**src/rtl/mem_io_pkg.sv**
```systemverilog
// Shared encodings for the memory/IO bus controller: command codes, FSM states,
// address-decode classes and default IO addresses.
package mem_io_pkg;

    localparam int MEM_ADDR_W = 9;
    localparam logic [MEM_ADDR_W-1:0] LED_ADDR_DEF = 9'h100;
    localparam logic [MEM_ADDR_W-1:0] SW_ADDR_DEF  = 9'h140;

    typedef enum logic [1:0] {
        MEM_NONE  = 2'b00,
        MEM_READ  = 2'b01,
        MEM_WRITE = 2'b10,
        MEM_RSVD  = 2'b11
    } mem_cmd_e;

    typedef enum logic [2:0] {
        S_IDLE    = 3'd0,
        S_RD_WAIT = 3'd1,
        S_RD_CAP  = 3'd2,
        S_WR      = 3'd3,
        S_RESP    = 3'd4
    } state_e;

    typedef enum logic [1:0] {
        DEC_RAM      = 2'd0,
        DEC_LED      = 2'd1,
        DEC_SW       = 2'd2,
        DEC_UNMAPPED = 2'd3
    } dec_e;

endpackage

```
**src/rtl/mem_io_ctrl_sync2.sv**
```systemverilog
// Two-flop synchroniser for slow asynchronous inputs such as board switches.
module sync2 #(
    parameter int W = 8
) (
    input  logic         clk,
    input  logic         rst_n,
    input  logic [W-1:0] d_i,
    output logic [W-1:0] q_o
);

    logic [W-1:0] meta_q;
    logic [W-1:0] sync_q;

    always_ff @(posedge clk or negedge rst_n) begin
        if (!rst_n) begin
            meta_q <= '0;
            sync_q <= '0;
        end else begin
            meta_q <= d_i;
            sync_q <= meta_q;
        end
    end

    assign q_o = sync_q;

endmodule

```
**src/rtl/mem_io_ctrl.sv**
```systemverilog
// CPU memory-port controller: decodes accesses to data RAM, LED register and
// switches, sequences the synchronous-RAM latency and reports completion.
module mem_io_ctrl
    import mem_io_pkg::*;
#(
    parameter int                 ADDR_W   = MEM_ADDR_W,
    parameter int                 DATA_W   = 16,
    parameter int                 RAM_AW   = 8,
    parameter logic [ADDR_W-1:0]  LED_ADDR = LED_ADDR_DEF,
    parameter logic [ADDR_W-1:0]  SW_ADDR  = SW_ADDR_DEF
) (
    input  logic              clk,
    input  logic              reset_n,
    input  logic [1:0]        mem_cmd,
    input  logic [ADDR_W-1:0] mem_addr,
    input  logic [DATA_W-1:0] write_data,
    output logic [DATA_W-1:0] read_data,
    output logic              mem_ready,
    output logic              bus_err,
    output logic [RAM_AW-1:0] ram_addr,
    output logic [DATA_W-1:0] ram_din,
    output logic              ram_we,
    input  logic [DATA_W-1:0] ram_dout,
    input  logic [7:0]        sw_in,
    output logic [7:0]        ledr_out,
    output state_e            dbg_state
);

    // Handshake: a command is taken only in IDLE at a rising edge; the CPU holds
    // mem_cmd/mem_addr/write_data until mem_ready, which is high for exactly the
    // RESP cycle, and must drop or replace mem_cmd during that cycle.

    state_e            state_q, state_d;
    logic [DATA_W-1:0] read_data_q, read_data_d;
    logic [RAM_AW-1:0] ram_addr_q, ram_addr_d;
    logic [DATA_W-1:0] ram_din_q, ram_din_d;
    logic              ram_we_q, ram_we_d;
    logic [7:0]        ledr_q, ledr_d;
    logic              mem_ready_q;
    logic              bus_err_q, bus_err_d;
    logic [7:0]        sw_sync;
    dec_e              dec;

    sync2 #(.W(8)) u_sw_sync (
        .clk   (clk),
        .rst_n (reset_n),
        .d_i   (sw_in),
        .q_o   (sw_sync)
    );

    always_comb begin
        dec = DEC_UNMAPPED;
        if (!mem_addr[ADDR_W-1]) begin
            dec = DEC_RAM;
        end else if (mem_addr == LED_ADDR) begin
            dec = DEC_LED;
        end else if (mem_addr == SW_ADDR) begin
            dec = DEC_SW;
        end
    end

    always_comb begin
        state_d     = state_q;
        read_data_d = read_data_q;
        ram_addr_d  = ram_addr_q;
        ram_din_d   = ram_din_q;
        ram_we_d    = 1'b0;
        ledr_d      = ledr_q;
        bus_err_d   = 1'b0;

        case (state_q)
            S_IDLE: begin
                case (mem_cmd)
                    MEM_READ: begin
                        case (dec)
                            DEC_RAM: begin
                                ram_addr_d = mem_addr[RAM_AW-1:0];
                                state_d    = S_RD_WAIT;
                            end
                            DEC_SW: begin
                                read_data_d = {{(DATA_W-8){1'b0}}, sw_sync};
                                state_d     = S_RESP;
                            end
                            default: begin
                                // The LED register is write-only, so reads of it are unmapped.
                                read_data_d = '0;
                                bus_err_d   = 1'b1;
                                state_d     = S_RESP;
                            end
                        endcase
                    end
                    MEM_WRITE: begin
                        case (dec)
                            DEC_RAM: begin
                                ram_addr_d = mem_addr[RAM_AW-1:0];
                                ram_din_d  = write_data;
                                ram_we_d   = 1'b1;
                                state_d    = S_WR;
                            end
                            DEC_LED: begin
                                ledr_d  = write_data[7:0];
                                state_d = S_RESP;
                            end
                            default: begin
                                bus_err_d = 1'b1;
                                state_d   = S_RESP;
                            end
                        endcase
                    end
                    default: begin
                        state_d = S_IDLE;
                    end
                endcase
            end
            S_RD_WAIT: state_d = S_RD_CAP;
            S_RD_CAP: begin
                read_data_d = ram_dout;
                state_d     = S_RESP;
            end
            S_WR:    state_d = S_RESP;
            S_RESP:  state_d = S_IDLE;
            default: state_d = S_IDLE;
        endcase
    end

    always_ff @(posedge clk or negedge reset_n) begin
        if (!reset_n) begin
            state_q     <= S_IDLE;
            read_data_q <= '0;
            ram_addr_q  <= '0;
            ram_din_q   <= '0;
            ram_we_q    <= 1'b0;
            ledr_q      <= '0;
            mem_ready_q <= 1'b0;
            bus_err_q   <= 1'b0;
        end else begin
            state_q     <= state_d;
            read_data_q <= read_data_d;
            ram_addr_q  <= ram_addr_d;
            ram_din_q   <= ram_din_d;
            ram_we_q    <= ram_we_d;
            ledr_q      <= ledr_d;
            mem_ready_q <= (state_d == S_RESP);
            bus_err_q   <= bus_err_d;
        end
    end

    assign read_data = read_data_q;
    assign mem_ready = mem_ready_q;
    assign bus_err   = bus_err_q;
    assign ram_addr  = ram_addr_q;
    assign ram_din   = ram_din_q;
    assign ram_we    = ram_we_q;
    assign ledr_out  = ledr_q;
    assign dbg_state = state_q;

endmodule

```
**config.mk**
```make
export PLATFORM = sky130hd
export DESIGN_NAME = mem_io_ctrl
export DESIGN_NICKNAME = d
export VERILOG_FILES = /design/src/rtl/mem_io_pkg.sv /design/src/rtl/mem_io_ctrl_sync2.sv /design/src/rtl/mem_io_ctrl.sv
export SDC_FILE = /design/constraint.sdc
export NUM_CORES = 1
export LEC_CHECK = 0
export ABC_CLOCK_PERIOD_IN_PS = 2650
export CAP_MARGIN = 20
export CELL_PAD_IN_SITES_DETAIL_PLACEMENT = 1
export CELL_PAD_IN_SITES_GLOBAL_PLACEMENT = 1
export CORE_UTILIZATION = 36
export DETAILED_ROUTE_END_ITERATION = 12
export HOLD_SLACK_MARGIN = 0.12
export PLACE_DENSITY = 0.95
export SYNTH_ARGS = -nofsm -noshare
export SYNTH_HDL_FRONTEND = slang
export SYNTH_SLANG_ARGS = --single-unit
```
**constraint.sdc**
```tcl
create_clock -name clk -period 2.65 [get_ports clk]
set_input_delay 0.53 -clock clk [delete_from_list [all_inputs] [get_ports clk]]
set_output_delay 0.53 -clock clk [all_outputs]
set_load 0.05 [all_outputs]
```
# Word level (Yosys, flattened, before mapping)
# Index checks and enable logic that the tools add are counted.
# op_classes
n_reduce_logical	11
muxes	17
eq_ne	12
# op_table
op	n
$pmux W16 S2	2
$eq A9 B9 Y1 const B	2
$mux W16	1
$reduce_and A3 Y1	4
$pmux W3 S3	1
$reduce_or A2 Y1	4
$mux W1	7
$eq A3 B2 Y1 const B	2
$mux W3	2
$pmux W3 S2	1
$eq A2 B1 Y1 const B	2
$eq A2 B2 Y1 const B	2
$mux W2	2
$eq A3 B1 Y1 const B	1
$eq A3 B3 Y1 const B	1
$logic_not A3 Y1	1
$logic_not A2 Y1	1
$ne A2 B1 Y1 const B	1
$ne A2 B2 Y1 const B	1
$pmux W1 S2	1
$reduce_bool A2 Y1	1
# word_totals
ff_bits	70
out_inout_bits	54
inputBits	53
elab_cells	50

# Depth between registers and ports, before layout
# Gate-level depths: netlist of run 1.
# depth
word_depth	9
mapped_depth	8
ltp_nobuf	6

# Cells and area by module
# A second synthesis of run 1 with hierarchy kept.
# hier_totals
cells_unflattened	169
hier_area_um2	2570.0
# modules_own_cells
mod	n_inst	area_each_um2	cells_per_inst
mem_io_ctrl	1	2169.6	153
sync2	1	400.4	16

# Worst setup path after synthesis of run 1
# Ideal clock, no wire load.
# synth_path
kind	register to register
start	register state_q[2], in the netlist dbg_state[2]
end	register ram_din_q[10], in the netlist ram_din[10]
setup_ps	125
required_time_ps	2525
path_buffers	2
arrival_ps	1881
period_less_slack_ps	2006
path_slack_ps	644
path_stages_with_launch	6
cell_sequence	dfrtp_1 -> or2_1 -> buf_6 -> nor3_4 -> buf_4 -> mux2_2
# synth_via
elab_chain_len	2
# synth_lines
item	line	text
start, declared	mem_io_ctrl.sv:33	state_e state_q, state_d;
start signal, assigned	mem_io_ctrl.sv:137	state_q <= state_d;
$logic_not A3 Y1	mem_io_ctrl.sv:71	case (state_q)
$reduce_and A3 Y1 (no line)	--	
end signal, assigned	mem_io_ctrl.sv:140	ram_din_q <= ram_din_d;
end, declared	mem_io_ctrl.sv:36	logic [DATA_W-1:0] ram_din_q, ram_din_d;
# Every way passes these cells.
# A chain may end at the register's enable or synchronous reset.

# Final worst setup path of run 1
# layout_path
start	register state_q[2], in the netlist dbg_state[2]
end	output port dbg_state[2]
# layout_lines
item	line	text
end, declared	mem_io_ctrl.sv:26	output state_e dbg_state
# No word-level cell between the ends.

==> results.txt, run 1 <==
core area: 6869 um^2
Hold Vio Cnt, Final: 0
cell family contributing the most delay on the critical path: buffers and inverters
hold crit path type: input pin to asynchronous set/reset pin
worst rel slew slack: 48.11%
minimum clock period: 2120 ps
post-cts sizing count: 0
GP Congestion: 0.7470
Critical Path Max Stage Delay: 850 ps
Setup Buffers After CTS: 0
Setup Skew: 11.73 ps
status: complete, no violations
Fin Setup TNS: 0 ps
Distinct cells, synth: 26
Crit. End Element: primary output
first-pass GRT wire length: 10380 um
Initial DRT Pass Iterations: 3
cells after synthesis: 166
Yosys top cell area share: 67.63%
Die Ht: 86.82 um
Max IR drop VDD: 0.0004887 V
# diodes: 0
final hold slack: 260.8 ps
Total Wirelength: 6521 um
Final Max Tran Viols: 0
synthesized flop and latch total: 70
Avg Vias per Cell: 4.773
commonest non-fill, non-tap cells in the layout: clkdlybuf4s50_1, dfrtp_1, mux2_2, nor2_1, clkbuf_8
dominant cells by area after synthesis: dfrtp_1, mux2_2, a221o_1, a22o_1, nor4_4
IO Pins: 107
fin area: 4013 um^2
DR DRC count: 0
Worst EP required: 2120 ps
RSZ-0062 raised after global routing: false
Final Net Count: 342
clk root buf: clkbuf_8
H-tree Lvls: 3
row count: 30
clock sink count: 70
Avg WL per Cell: 16.81 um
CP Max Fanout: 5
slowest CP cell: clkdlybuf4s50_1
Worst Tran Pin Value: 778.4 ps
pwr dens: 980.7 nW/um^2
Synth Cell Area: 2590 um^2
fin util: 58.42%
CP startpoint kind: register
Max-Cap Viols: 0
highest clock rate: 471.6 MHz
critical path arrival: 1590 ps
GRT Residual Overflow: 0
vias in the first global route: 2122
sequential share of the synthesized area: 67.63%
clk buf depth: 2
Die Area: 7538 um^2
Setup CP Type: register to primary output
DR iter-0 viols: 28
Pwr Total: 3.935 mW
final period utilization: 80.01%
syn nets: 221
Post-DRT Antenna Nets: 0
CTS Hold Bufs: 0
area grow syn2layout: 54.93%
total CTS buffers: 9
share of cells above drive strength 1: 21.58%
post-DP HPWL: 4945 um
Post-DP Area: 3822 um^2
Worst-Skew Late Latency: 340 ps
PortBufs: 106
cells along the critical path: clkdlybuf4s50_1
initial antenna violation count: 0
Global Route Usage Sum: 18.56%
initial core utilization: 37.70%
Final setup viols: 0
Syn. warnings: 0
CTS tree: built
clock-pin slew on the worst setup and hold paths: 80 ps
Yosys top cell by area: dfrtp_1
Mapped Avg Cell Area: 15.60 um^2
critical path buffer and inverter count: 1
pin count of the biggest net entering global routing: 35
commonest non-fill, non-tap cell in the layout: clkdlybuf4s50_1
chip width: 86.82 um
Leak Pwr: 1.717 nW
via count: 1852
==> worst reg2reg max path: cells and delay by family (launching register included) <==
family | cells | cell delay [ps]
simple gates | 3 | 580
flops | 1 | 420
buf+inv | 2 | 370
compound gates | 1 | 320
==> metrics by stage <==
stage	setup slack (ps)	cells
finish	529.7	388
global route	462.8	388
CTS	493.6	388
detailed placement	199.1	372
global placement	267.3	372
floorplan	644.0	166
==> power breakdown <==
part | switching (mW) | leakage (nW) | total [mW] | internal, mW
sequential | 0.126 | 0.877 | 1.43 | 1.30
combinational | 1.07 | 0.741 | 1.70 | 0.630
clock | 0.380 | 0.100 | 0.813 | 0.433
==> layout make-up <==
type                            count  area [um^2]
Timing Repair Buffer              116         1156
Clock buffer                       10        127.6
Multi-Input combinational cell     87        783.3
Tap cell                           96        120.1
Fill cell                         680         2856
Sequential cell                    70         1752
Clock inverter                      6        62.56
Inverter                            3        11.26
==> cell families (layout without fill, tap and decap cells) <==
| kind of cell | Yosys count | after routing | share of synthesized area [%] |
|---|---|---|---|
| multiplexers | 33 | 33 | 14.30 |
| AND/OR/NAND/NOR | 29 | 29 | 7.681 |
| buffers and inverters | 9 | 135 | 2.125 |
| AO/OA/AOI/OAI | 23 | 23 | 7.295 |
| flip-flops | 70 | 70 | 67.63 |
| adder cells (fa/ha/maj) | 2 | 2 | 0.9660 |
==> sequential cells by signal (all words and copies together), names as in the netlist <==
signal	flops
bus_err	1
dbg_state	3
ledr_out	8
mem_ready	1
ram_addr	8
ram_din	16
ram_we	1
read_data	16
u_sw_sync.meta_q	8
u_sw_sync.q_o	8
==> routing by layer <==
metal | wire length [um] | track usage [%] | vias to the layer above
li1 | - | - | 838
met1 | 2476 | 20.48 | 931
met2 | 3495 | 33.43 | 74
met3 | 452 | 5.143 | 9
met4 | 96 | 7.727 | 0
met5 | 0 | 0 | -
==> final timing paths <==
kind | start | to | cells after the start | slack, ps
worst max-delay path | dbg_state[2]$_DFF_PN0_ | dbg_state[2] | 1 | 530
worst min-delay path | reset_n | read_data[0]$_DFFE_PN0P_ | 1 | 260
worst max register to register | dbg_state[2]$_DFF_PN0_ | read_data[7]$_DFFE_PN0P_ | 6 | 850
worst min register to register | u_sw_sync.meta_q[2]$_DFF_PN0_ | u_sw_sync.q_o[2]$_DFF_PN0_ | 0 | 350
max in group asynchronous | reset_n | ram_din[10]$_DFFE_PN0P_ | 2 | 1750
min in group clk | u_sw_sync.meta_q[2]$_DFF_PN0_ | u_sw_sync.q_o[2]$_DFF_PN0_ | 0 | 350
==> Yosys cell counts <==
master,instances
buf_6,2
nand2_1,8
mux2i_1,1
or4_1,1
buf_2,2
nand2b_1,1
a22o_1,8
o21a_1,1
nor3_4,1
o21ai_0,1
buf_4,1
nand3_1,1
nor4_4,2
a221o_1,8
buf_1,1
or2_1,2
inv_1,3
nor4b_4,1
nor3_1,1
nor4_2,1
a31oi_1,1
mux2_2,32
nor2_1,10
dfrtp_1,70
ha_1,2
a21oi_1,4
Power figures use the tool's default switching activity.
==> run 2: changes to the inputs <==
ABC_CLOCK_PERIOD_IN_PS = 2100   (was 2650)
CORE_UTILIZATION = 33   (was 36)
PLACE_DENSITY = 0.89   (was 0.95)
clock period = 2.1 ns   (was 2.65 ns; I/O delays follow)
==> results.txt, run 2 (same netlist as run 1, synthesis figures left out) <==
Fin Setup TNS: 0 ps (unchanged)
commonest non-fill, non-tap cell in the layout: clkdlybuf4s50_1
cell family contributing the most delay on the critical path: buffers and inverters
H-tree Lvls: 3 (unchanged)
Leak Pwr: 1.754 nW (+2.2%)
total CTS buffers: 9 (unchanged)
GRT Residual Overflow: 0 (unchanged)
status: complete, no violations
clk buf depth: 2 (unchanged)
Crit. End Element: primary output
critical path arrival: 1600 ps (about the same)
CTS tree: built
Worst EP required: 1680 ps (-440 ps)
Total Wirelength: 6535 um (+0.21%)
Post-DRT Antenna Nets: 0 (unchanged)
chip width: 90.59 um (+4.3%)
Global Route Usage Sum: 17.01% (-1.5 points)
cells along the critical path: clkdlybuf4s50_1
highest clock rate: 494.6 MHz
Final Net Count: 347 (+1.5%)
Worst Tran Pin Value: 536.2 ps (-242.1 ps)
Worst-Skew Late Latency: 340 ps (about the same)
Worst R2R Setup Slack: 310 ps (-540 ps)
vias in the first global route: 2159 (+1.7%)
area grow syn2layout: 58.41%
Hold Vio Cnt, Final: 0 (unchanged)
first-pass GRT wire length: 10720 um (+3.3%)
Setup Buffers After CTS: 0 (unchanged)
Final setup viols: 0 (unchanged)
final hold slack: 349.9 ps (+89.16 ps)
critical path buffer and inverter count: 1 (unchanged)
final period utilization: 96.28%
row count: 31 (+3.3%)
Layout fillers: 743 (+9.3%)
clock sink count: 70 (unchanged)
initial antenna violation count: 0 (unchanged)
CP Max Fanout: 5 (unchanged)
slowest CP cell: clkdlybuf4s50_1
DR iter-0 viols: 31 (+11%)
Avg WL per Cell: 16.50 um (-1.8%)
GP Congestion: 0.7981 (+6.8%)
initial core utilization: 34.96% (-2.7 points)
Setup CP Type: register to primary output
pwr dens: 1245 nW/um^2 (+27%)
post-DP HPWL: 4721 um (-4.5%)
Die Ht: 90.59 um (+4.3%)
minimum clock period: 2022 ps
Final Max Tran Viols: 0 (unchanged)
post-cts sizing count: 0 (unchanged)
core area: 7408 um^2 (+7.9%)
commonest non-fill, non-tap cells in the layout: clkdlybuf4s50_1, dfrtp_1, mux2_2, buf_4, nor2_1
CTS Hold Bufs: 1 (+1)
IO Pins: 107 (unchanged)
via count: 1858 (+0.32%)
DR DRC count: 0 (unchanged)
Critical Path Max Stage Delay: 860 ps (about the same)
RSZ-0062 raised after global routing: false
Die Area: 8207 um^2 (+8.9%)
pin count of the biggest net entering global routing: 71 (+100%)
Initial DRT Pass Iterations: 4 (+1)
hold crit path type: register to register
Setup Skew: 11.09 ps (-0.6443 ps)
Max-Cap Viols: 0 (unchanged)
fin util: 55.38% (-3.0 points)
clock-pin slew on the worst setup and hold paths: 80 ps (about the same)
Avg Vias per Cell: 4.692 (-1.7%)
clk root buf: clkbuf_8
Max IR drop VDD: 0.0006198 V (+27%)
CP startpoint kind: register
# diodes: 0 (unchanged)
PortBufs: 106 (unchanged)
worst rel slew slack: 64.14% (+16 points)
share of cells above drive strength 1: 22.90% (+1.3 points)
Pwr Total: 5.107 mW (+30%)
==> run 2: changes by cell type in the layout (fill, tap and decap cells not counted) <==
cell	previous run	this run
buf_12	2	4
buf_4	8	11
bufinv_16	1	2
clkdlybuf4s50_1	105	104
clkinv_2	3	2
clkinv_4	2	1
clkinvlp_4	0	1
dlygate4sd3_1	0	1
==> run 2: layout make-up <==
type	count	area, um^2	share of cell area (%)
multi-input cells	87	783.3	19.09
clock inverters	6	86.33	2.104
clock buffers	10	127.6	3.111
repair buffers	121	1219	29.70
inverters	3	11.26	0.2745
flip-flops and latches	70	1752	42.70
well taps	99	123.9	3.019
==> run 2: layer usage <==
| metal | routed length [um] | part of all wire (%) | track usage (%) |
|---|---|---|---|
| met1 | 2700 | 41 | 19.43 |
| met2 | 3283 | 50 | 29.10 |
| met3 | 474 | 7.3 | 5.808 |
| met4 | 77 | 1.2 | 6.855 |
| met5 | 0 | 0 | 0 |
==> run 2: path summary, 6_finish.rpt <==
| check | start | cells after the start | to |
|---|---|---|---|
| max | dbg_state[2]$_DFF_PN0_ | 1 | dbg_state[2] |
| min | u_sw_sync.meta_q[4]$_DFF_PN0_ | 0 | u_sw_sync.q_o[4]$_DFF_PN0_ |
| max reg2reg | dbg_state[2]$_DFF_PN0_ | 4 | read_data[5]$_DFFE_PN0P_ |
| min reg2reg | u_sw_sync.meta_q[4]$_DFF_PN0_ | 0 | u_sw_sync.q_o[4]$_DFF_PN0_ |
| max in group asynchronous | reset_n | 3 | ledr_out[7]$_DFFE_PN0P_ |
| min in group asynchronous | reset_n | 3 | read_data[1]$_DFFE_PN0P_ |
==> run 2: report_power, final <==
group	switching [mW]	internal (mW)	total, mW
sequential	0.157	1.64	1.80
combinational	1.34	0.801	2.14
clock	0.500	0.667	1.17
==> run 2: metrics by stage <==
stage / worst slack, ps / instance area, um^2 / instances
finish: 78.11 / 4103 / 396
floorplan: 94.03 / 2590 / 166
global placement: -147.9 / 3879 / 379
CTS: 66.50 / 4103 / 396
global route: 32.39 / 4103 / 396
detailed placement: -214.5 / 3879 / 379
==> run 3: changes to the inputs <==
ABC_AREA = 1   (was unset)
CORE_MARGIN = 2   (was unset)
PLACE_DENSITY = 0.91   (was 0.89)
==> results.txt, run 3 <==
global routing's busiest layer: met2
synthesized flop and latch total: 70 (unchanged)
hold crit path type: register to register
Post-synth EDFFs: 0 (unchanged)
top_reg_cell synth: dfrtp_1
Yosys top cell area share: 62.61% (-5.0 points)
DR DRC count: 0 (unchanged)
worst rel slew slack: 60.77% (-3.4 points)
Reg power frac: 33.2% (-2.0 points)
Post-DRT Antenna Nets: 0 (unchanged)
CTS tree: built
vias in the first global route: 2459 (+14%)
Final Max Tran Viols: 0 (unchanged)
Mapped Avg Cell Area: 10.60 um^2 (-32%)
P_sw: 2.328 mW (+16%)
chip width: 96.08 um (+6.1%)
Final Net Count: 434 (+25%)
compound-cell area share of the yosys netlist: 12.25% (+5.0 points)
Syn. warnings: 0 (unchanged)
area grow syn2layout: 50.98%
via count: 2258 (+22%)
met3 usage: 4.855% (-0.95 points)
IO Pins: 107 (unchanged)
cells after synthesis: 264 (+59%)
Hold Vio Cnt, Final: 0 (unchanged)
critical path buffer and inverter count: 1 (unchanged)
Total Wirelength: 7328 um (+12%)
share of synthesized registers carrying an async set or reset: 100.0% (unchanged)
Setup Buffers After CTS: 0 (unchanged)
Final setup viols: 0 (unchanged)
mux cell area share after synthesis: 0% (-14 points)
highest clock rate: 507.2 MHz (+2.6%)
commonest non-fill, non-tap cells in the layout: clkdlybuf4s50_1, dfrtp_1, nand2_1, inv_1, nor2_1
Yosys top cell by area: dfrtp_1
GR Layer Usage met2: 29.40% (+0.29 points)
post-synthesis adder-cell area fraction: 0.8945% (-0.072 points)
Worst R2R Setup Slack: 600 ps (+290 ps)
# diodes: 0 (unchanged)
Setup CP Type: register to primary output
dominant cells by area after synthesis: dfrtp_1, nand2_1, a21oi_1, inv_1, nor2_1
commonest non-fill, non-tap cell in the layout: clkdlybuf4s50_1
total CTS buffers: 9 (unchanged)
Int Power: 3.318 mW (+6.8%)
core area: 8217 um^2 (+11%)
Initial DRT Pass Iterations: 4 (unchanged)
Setup Skew: 9.776 ps (-1.310 ps)
Synth Cell Area: 2798 um^2 (+8.0%)
Die Area: 9230 um^2 (+12%)
minimum clock period: 1971 ps (-50.45 ps)
Worst EP required: 1680 ps (about the same)
Post-synth top cells: dfrtp_1, nand2_1, inv_1, nor2_1, a21oi_1
CP Max Fanout: 2 (-3)
syn nets: 319 (+44%)
Avg WL per Cell: 14.99 um (-9.2%)
first-pass GRT wire length: 12010 um (+12%)
DR iter-0 viols: 73 (+140%)
Distinct cells, synth: 26 (unchanged)
clk root buf: clkbuf_8
Synth Area in Simple Gates: 18.11% (+10 points)
Avg Vias per Cell: 4.618 (-1.6%)
initial core utilization: 34.05% (-0.91 points)
Crit. End Element: primary output
PortBufs: 106 (unchanged)
Leak Pwr: 1.950 nW (+11%)
clock-pin slew on the worst setup and hold paths: 80 ps (about the same)
post-DP HPWL: 5515 um (+17%)
GRT Residual Overflow: 0 (unchanged)
slowest CP cell: clkdlybuf4s50_1
Clk pwr share: 23.5% (+0.7 points)
Global Route Usage Sum: 17.34% (+0.33 points)
cell family contributing the most delay on the critical path: buffers and inverters
CP startpoint kind: register
Worst Tran Pin Value: 586.5 ps (+50.29 ps)
Max-Cap Viols: 0 (unchanged)
top-count cell post-synth: dfrtp_1
share of cells above drive strength 1: 12.50% (-10 points)
Post-Synth XOR/XNOR Area: 0% (unchanged)
critical path arrival: 1550 ps (-50 ps)
status: complete, no violations
RSZ-0062 raised after global routing: false
Critical Path Max Stage Delay: 830 ps (-30 ps)
clk buf depth: 2 (unchanged)
final period utilization: 93.88% (-2.4 points)
Comb pwr share: 43.2% (+1.2 points)
Fin Setup TNS: 0 ps (unchanged)
Pwr Total: 5.646 mW (+11%)
met1 usage: 20.36% (+0.94 points)
GP Congestion: 0.7452 (-6.6%)
initial antenna violation count: 0 (unchanged)
sequential share of the synthesized area: 62.61% (-5.0 points)
largest family of logic cells by synthesized area: simple AND/OR/NAND/NOR gates
clock sink count: 70 (unchanged)
Worst-Skew Late Latency: 340 ps (about the same)
Max IR drop VDD: 0.0006089 V (-1.8%)
H-tree Lvls: 3 (unchanged)
pwr dens: 1337 nW/um^2 (+7.4%)
pin count of the biggest net entering global routing: 38 (-46%)
cells along the critical path: clkdlybuf4s50_1
Die Ht: 96.08 um (+6.1%)
switching part of the total: 41.23% (+2.1 points)
row count: 33 (+6.5%)
==> run 3: power by group through the flow <==
| stage | Sequential [mW] | Combinational, mW | Clock [mW] |
|---|---|---|---|
| after CTS | 1.88 | 2.46 | 1.36 |
| after global placement | 1.89 | 2.40 | 0 |
| final | 1.88 | 2.44 | 1.33 |
| after global routing | 1.92 | 2.58 | 1.42 |
| after floorplan | 2.99 | 0.438 | 0 |
| after detailed placement | 1.90 | 2.45 | 0 |
==> run 3: cell families after synthesis <==
group	Yosys count
simple gates	103
flops	70
compound gates	54
buf+inv	35
fa+ha+maj	2
==> run 3: area by class of cell <==
class	count	area, um^2
fillers	904	3993
multi-input cells	159	874.6
repair buffers	112	1111
inverters	27	108.9
flip-flops and latches	70	1752
clock inverters	6	108.9
well taps	105	131.4
clock buffers	10	137.6
==> run 3: timing repair <==
| action | in CTS | in global routing |
|---|---|---|
| hold buffers | 1 | 0 |
| resized for setup | 0 | 0 |
| endpoints found under the hold margin | 33 | 0 |
==> run 3: final timing paths <==
check	start	depth (start not counted)	end
max	read_data[7]$_DFFE_PN0P_	1	read_data[7]
min	u_sw_sync.meta_q[6]$_DFF_PN0_	0	u_sw_sync.q_o[6]$_DFF_PN0_
max reg2reg	dbg_state[2]$_DFF_PN0_	7	ram_din[13]$_DFFE_PN0P_
min reg2reg	u_sw_sync.meta_q[6]$_DFF_PN0_	0	u_sw_sync.q_o[6]$_DFF_PN0_
max in group asynchronous	reset_n	3	u_sw_sync.q_o[1]$_DFF_PN0_
min in group asynchronous	reset_n	2	ram_din[0]$_DFFE_PN0P_
==> run 3: per-stage QoR <==
stage               area (um^2)  std cells  utilization (%)  worst slack (ps)  hold slack (ps)
floorplan                  2798        264                -             514.0            124.4
CTS                        4224        489            51.41             125.6            344.7
detailed placement         3968        472            48.29             53.78            337.0
finish                     4224        489            51.41             128.6            339.1
global route               4224        489            51.41             70.41            348.4
global placement           3968        472            48.29             133.1            336.4
==> run 3: metal layers <==
layer  vias to the layer above  part of all wire, %
met5                         -                    0
met4                         0                  1.7
met3                        11                  6.2
met2                        67                   52
met1                      1101                   41
li1                       1079                    -
